$ cat config.mk
export PLATFORM = sky130hd
export DESIGN_NAME = cla_subtractor_pipe_flat
export DESIGN_NICKNAME = d
export VERILOG_FILES = /design/src/rtl/cla_subtractor_pipe_if.sv /design/src/rtl/cla_subtractor_pipe.sv /design/src/flat_wrapper.sv
export SDC_FILE = /design/constraint.sdc
export NUM_CORES = 1
export LEC_CHECK = 0
export BUFFER_PORTS_ARGS = -buffer_cell sky130_fd_sc_hd__buf_2
export CELL_PAD_IN_SITES_DETAIL_PLACEMENT = 0
export CELL_PAD_IN_SITES_GLOBAL_PLACEMENT = 1
export CORE_MARGIN = 2
export CORE_UTILIZATION = 40
export CTS_CLUSTER_DIAMETER = 80
export DETAILED_ROUTE_END_ITERATION = 6
export MAX_ROUTING_LAYER = met4
export PLACE_DENSITY_LB_ADDON = 0.1
export SLEW_MARGIN = 20
export SYNTH_ARGS = -nofsm -noshare
export SYNTH_HDL_FRONTEND = slang
export SYNTH_SLANG_ARGS = --single-unit
$ cat constraint.sdc
create_clock -name clk -period 3.75 [get_ports clk]
set_clock_uncertainty 0.15 [all_clocks]
set_input_delay 0.75 -clock clk [delete_from_list [all_inputs] [get_ports clk]]
set_output_delay 0.75 -clock clk [all_outputs]
set_load 0.1 [all_outputs]
$ cat src/rtl/cla_subtractor_pipe_if.sv
// Operand/result handshake bundle for the pipelined CLA subtractor.
// Producer drives the operand side, consumer takes the result side.
interface cla_subtractor_pipe_if #(
   parameter int WIDTH = 32
);
   logic             in_valid;
   logic             in_ready;
   logic [WIDTH-1:0] A;
   logic [WIDTH-1:0] B;
   logic             BORROW_IN;
   logic             out_valid;
   logic             out_ready;
   logic [WIDTH-1:0] D;
   logic             BORROW_OUT;
   logic             OVERFLOW;

   modport master (
      output in_valid, A, B, BORROW_IN, out_ready,
      input  in_ready, out_valid, D, BORROW_OUT, OVERFLOW
   );

   modport slave (
      input  in_valid, A, B, BORROW_IN, out_ready,
      output in_ready, out_valid, D, BORROW_OUT, OVERFLOW
   );
endinterface

$ cat src/rtl/cla_subtractor_pipe.sv
// Pipelined A - B - BORROW_IN, one carry-lookahead segment per stage.
// Operands ride along so each stage resolves its own segment.
module cla_subtractor_pipe #(
   parameter int WIDTH  = 32,
   parameter int STAGES = 4
) (
   input  logic                 clk,
   input  logic                 rst_n,
   cla_subtractor_pipe_if.slave bus
);
   localparam int SEG  = WIDTH / STAGES;
   localparam int LAST = STAGES - 1;

   function automatic logic [SEG:0] cla_seg(
      input logic [SEG-1:0] a,
      input logic [SEG-1:0] b,
      input logic           cin
   );
      logic [SEG-1:0] g;
      logic [SEG-1:0] p;
      logic [SEG:0]   c;
      logic           gg;
      logic           pp;
      g    = a & b;
      p    = a ^ b;
      c    = '0;
      c[0] = cin;
      // each carry from its own group generate/propagate term
      for (int i = 0; i < SEG; i++) begin
         gg = 1'b0;
         pp = 1'b1;
         for (int j = 0; j <= i; j++) begin
            gg = g[j] | (p[j] & gg);
            pp = pp & p[j];
         end
         c[i+1] = gg | (pp & cin);
      end
      return {c[SEG], p ^ c[SEG-1:0]};
   endfunction

   function automatic logic [WIDTH-1:0] merge(
      input logic [WIDTH-1:0] d,
      input logic [SEG-1:0]   s,
      input int               k
   );
      logic [WIDTH-1:0] r;
      r = d;
      r[k*SEG +: SEG] = s;
      return r;
   endfunction

   logic             advance;
   logic             ovf_q;
   logic             ovf_nx;
   logic             vld  [STAGES];
   logic             cq   [STAGES];
   logic [WIDTH-1:0] aq   [STAGES];
   logic [WIDTH-1:0] bq   [STAGES];
   logic [WIDTH-1:0] dq   [STAGES];
   logic             v_in [STAGES];
   logic             c_in [STAGES];
   logic [WIDTH-1:0] a_in [STAGES];
   logic [WIDTH-1:0] b_in [STAGES];
   logic [WIDTH-1:0] d_in [STAGES];
   logic [WIDTH-1:0] d_nx [STAGES];
   logic             c_nx [STAGES];

   for (genvar k = 0; k < STAGES; k++) begin : g_stage
      logic [SEG:0] r;

      if (k == 0) begin : g_head
         assign v_in[k] = bus.in_valid;
         assign a_in[k] = bus.A;
         assign b_in[k] = bus.B;
         assign c_in[k] = ~bus.BORROW_IN;
         assign d_in[k] = '0;
      end else begin : g_body
         assign v_in[k] = vld[k-1];
         assign a_in[k] = aq[k-1];
         assign b_in[k] = bq[k-1];
         assign c_in[k] = cq[k-1];
         assign d_in[k] = dq[k-1];
      end

      assign r       = cla_seg(a_in[k][k*SEG +: SEG],
                               ~b_in[k][k*SEG +: SEG],
                               c_in[k]);
      assign c_nx[k] = r[SEG];
      assign d_nx[k] = merge(d_in[k], r[SEG-1:0], k);
   end

   assign ovf_nx = (a_in[LAST][WIDTH-1] != b_in[LAST][WIDTH-1])
                && (d_nx[LAST][WIDTH-1] != a_in[LAST][WIDTH-1]);

   assign advance        = !vld[LAST] || bus.out_ready;
   assign bus.in_ready   = advance;
   assign bus.out_valid  = vld[LAST];
   assign bus.D          = dq[LAST];
   assign bus.BORROW_OUT = ~cq[LAST];
   assign bus.OVERFLOW   = ovf_q;

   // carries reset high so the idle BORROW_OUT reads 0
   always_ff @(posedge clk or negedge rst_n) begin
      if (!rst_n) begin
         for (int k = 0; k < STAGES; k++) begin
            vld[k] <= 1'b0;
            cq[k]  <= 1'b1;
            aq[k]  <= '0;
            bq[k]  <= '0;
            dq[k]  <= '0;
         end
         ovf_q <= 1'b0;
      end else if (advance) begin
         for (int k = 0; k < STAGES; k++) begin
            vld[k] <= v_in[k];
            if (v_in[k]) begin
               aq[k] <= a_in[k];
               bq[k] <= b_in[k];
               dq[k] <= d_nx[k];
               cq[k] <= c_nx[k];
            end
         end
         if (v_in[LAST]) ovf_q <= ovf_nx;
      end
   end
endmodule

$ cat src/flat_wrapper.sv
// flat-port wrapper written by rule: the top's interface ports become plain ports
module cla_subtractor_pipe_flat 
#(
   parameter int WIDTH  = 32,
   parameter int STAGES = 4
)
  (clk, rst_n, bus_in_valid, bus_A, bus_B, bus_BORROW_IN, bus_out_ready, bus_in_ready, bus_out_valid, bus_D, bus_BORROW_OUT, bus_OVERFLOW);
  cla_subtractor_pipe_if #(.WIDTH(WIDTH)) bus_i ();
  input  logic clk;
  input  logic rst_n;
  input wire logic [$bits(bus_i.in_valid)-1:0] bus_in_valid;
  input wire logic [$bits(bus_i.A)-1:0] bus_A;
  input wire logic [$bits(bus_i.B)-1:0] bus_B;
  input wire logic [$bits(bus_i.BORROW_IN)-1:0] bus_BORROW_IN;
  input wire logic [$bits(bus_i.out_ready)-1:0] bus_out_ready;
  output wire logic [$bits(bus_i.in_ready)-1:0] bus_in_ready;
  output wire logic [$bits(bus_i.out_valid)-1:0] bus_out_valid;
  output wire logic [$bits(bus_i.D)-1:0] bus_D;
  output wire logic [$bits(bus_i.BORROW_OUT)-1:0] bus_BORROW_OUT;
  output wire logic [$bits(bus_i.OVERFLOW)-1:0] bus_OVERFLOW;
  assign bus_i.in_valid = bus_in_valid;
  assign bus_i.A = bus_A;
  assign bus_i.B = bus_B;
  assign bus_i.BORROW_IN = bus_BORROW_IN;
  assign bus_i.out_ready = bus_out_ready;
  assign bus_in_ready = bus_i.in_ready;
  assign bus_out_valid = bus_i.out_valid;
  assign bus_D = bus_i.D;
  assign bus_BORROW_OUT = bus_i.BORROW_OUT;
  assign bus_OVERFLOW = bus_i.OVERFLOW;
  cla_subtractor_pipe #(.WIDTH(WIDTH), .STAGES(STAGES)) u_core (.clk(clk), .rst_n(rst_n), .bus(bus_i));
endmodule
==> results.sh <==
export IMPL_outcome="completed"
export IMPL_n_antenna_cell=0
export IMPL_placed_cells=972
export IMPL_finalWorstSetupSlack_ns=1.11
export IMPL_cts_tree="done"
export IMPL_ys_types=38
export IMPL_postCtsSetupBuffers=0
export IMPL_synth_top_family_by_area="multiplexers"
export IMPL_cp_required_ns=2.85
export IMPL_period_minus_slack_ns=2.64
export IMPL_syn_cell_area_um2=8100
export IMPL_cts_hold_buf=0
export IMPL_synthMuxAreaShare=0.203
export IMPL_synth_async_reset_ratio=1.00
export IMPL_rsz0062_at_grt="no"
export IMPL_grt_total_usage=0.156
export IMPL_clock_sinks=185
export IMPL_totalPowerFinal_uw=9820
export IMPL_synth_nets=717
export IMPL_grt_pass1_wl_mm=25.7
export IMPL_clk_latency_ns=0.42
export IMPL_core_um2=20000
export IMPL_drive_above_1_share=0.411
export IMPL_die_w_um=146
export IMPL_clk_pin_slew_ns=0.07
export IMPL_ys_warn_count=0
export IMPL_slew_headroom=0.373
export IMPL_p_per_area_nw_per_um2=1020
export IMPL_synth_common_cells="181 x dfrtp_1, 145 x mux2_2, 43 x inv_1, 39 x nand2_1, 36 x o21ai_0"
export IMPL_die_area_um2=21400
export IMPL_cts_buffers=17
export IMPL_synth_cells=612
export IMPL_crit_path_start_kind="flip-flop"
export IMPL_grt_antenna_before_repair=0
export IMPL_num_nets_final=826
export IMPL_gp_congestion=0.767
export IMPL_cts_root_buf="clkbuf_16"
export IMPL_port_buffers=104
export IMPL_htreeDepth=4
export IMPL_vdd_drop_max_uv=396
export IMPL_wl_per_cell_um=15.1
export IMPL_arrival_ns=1.74
export IMPL_synth_adder_area_share=0.0593
export IMPL_synth_xor_area_share=0.0260
export IMPL_fmax_ghz=0.378
export IMPL_drc_errors=0
export IMPL_tns_ns=0
export IMPL_dr_pass1_iters=4
export IMPL_max_cap_violations=0
export IMPL_vias_per_cell=4.80
export IMPL_ctsResizeCount=0
export IMPL_synthTopCellsByArea="dfrtp_1 56%, mux2_2 20%, ha_1 4.9%, o21ai_0 2.2%, inv_1 2.0%"
export IMPL_crit_fanout=9
export IMPL_clock_path_buffers=2
export IMPL_die_h_um=146
export IMPL_grt_pass1_vias=5147
export IMPL_synth_most_common_cell="dfrtp_1"
export IMPL_setup_viol=0
export IMPL_ios=105
export IMPL_synth_compound_area_frac=0.0708
export IMPL_critical_path_class="reg -> out"
export IMPL_syn_to_final_growth_pct=18.9
export IMPL_yosys_area_top_type_share=0.559
export IMPL_slew_violations=0
export IMPL_initial_core_util=0.404
export IMPL_yosys_area_share_simple=0.0352
export IMPL_synth_seq_cells=185
export IMPL_synth_area_per_cell_um2=13.2
export IMPL_ys_seq_area_frac=0.572
export IMPL_power_leakage_uw=0.00453
export IMPL_hpwl_mm=10.8
export IMPL_synth_edf_count=0
export IMPL_rows=52
export IMPL_ant_nets=0
export IMPL_synthFlopType="dfrtp_1"
export IMPL_cp_end_kind="primary output"
export IMPL_min_path_type="in -> async"
export IMPL_drt_total_wl_mm=15.2
export IMPL_drt_iter0_markers=151
export IMPL_num_vias=4824
export IMPL_place_ws_ns=1.01
export IMPL_tightest_slew_ns=0.938
export IMPL_synth_top_area_cell="dfrtp_1"
export IMPL_grt_ovfl_total=0
export IMPL_finalHoldViolCount=0
export IMPL_timing_final_crit_share=0.705
export IMPL_grt_max_degree=96
export IMPL_fin_cells=1004
-- routing by layer --
| metal | up-vias | wire, um | track usage |
|---|---|---|---|
| li1 | 2352 | - | - |
| met1 | 2384 | 6840 | 0.191 |
| met2 | 75 | 7520 | 0.259 |
| met3 | 13 | 612 | 0.0409 |
| met4 | 0 | 187 | 0.0422 |
| met5 | - | 0 | - |
-- stage by stage --
step | hold WS (ns) | utilization | area, um^2
global route | 0.314 | 0.480 | 9620
detailed placement | 0.311 | 0.447 | 8960
finish | 0.244 | 0.480 | 9620
floorplan | 0.286 | - | 8100
CTS | 0.278 | 0.480 | 9620
global placement | 0.310 | 0.447 | 8960
-- cell families after synthesis --
kind of cell / after synthesis
flops: 185
mux: 146
compound gates: 90
buf+inv: 66
simple gates: 65
fa+ha+maj: 36
xor+xnor: 24
-- sequential cells by signal, indices dropped and copies added (netlist names) --
register,flops
u_core.bus.out_valid,1
u_core.d_in,48
u_core.a_in,48
u_core.b_in,48
u_core.v_in,3
u_core.bus.D,32
u_core.c_in,3
u_core.bus.OVERFLOW,1
u_core.cq,1
-- power by group --
group	internal [uW]	switching (uW)	total, uW
Clock	1230	768	1990
Combinational	1640	2790	4430
Sequential	2900	489	3390
-- cells in the final DEF (no fill, tap or decap), types with 2 or more instances in the layout --
cell,count
a31oi_1,3
o21bai_1,5
clkinvlp_4,2
mux2_2,145
o21ai_1,3
o31ai_1,5
dfrtp_1,181
nor3_1,9
bufinv_16,5
nand2b_1,2
a21o_1,7
buf_2,103
clkbuf_16,17
dfstp_2,4
nand4_1,2
nand2_2,4
inv_6,3
a211oi_1,6
fa_1,4
nor4_1,2
a21oi_1,8
clkbuf_8,3
o21ai_0,36
xor2_1,17
o21a_1,7
clkinv_4,2
buf_12,2
nand2_1,35
a22oi_1,3
xnor2_1,7
buf_4,7
ha_1,32
nor2_1,7
inv_1,43
-- worst max-delay path, stage by stage, from the launching register on --
cell	delay, ns
dfrtp_1	0.44
nand2b_1	0.35
buf_2	0.53
-- area by class of cell --
type	instances	area [um^2]
clock buffers	19	453
clock inverters	13	214
fillers	1895	10400
inverters	43	161
multi-input cells	361	3200
flip-flops and latches	185	4630
well taps	270	338
repair buffers	113	622
-- path summary, 6_finish.rpt --
path	from	to	slack (ns)	cells past startpoint
max	u_core.bus.out_valid$_DFFE_PN0N_	bus_in_ready	1.11	2
min	rst_n	u_core.b_in[89]$_DFFE_PN0P_	0.24	1
max reg2reg	u_core.b_in[24]$_DFFE_PN0P_	u_core.bus.OVERFLOW$_DFFE_PN0P_	1.53	7
min reg2reg	u_core.d_in[42]$_DFFE_PN0P_	u_core.d_in[42]$_DFFE_PN0P_	0.32	2
max in group asynchronous	rst_n	u_core.c_in[0]$_DFFE_PN1P_	2.35	2
min in group clk	u_core.d_in[42]$_DFFE_PN0P_	u_core.d_in[42]$_DFFE_PN0P_	0.32	2
Power figures use the tool's default switching activity.
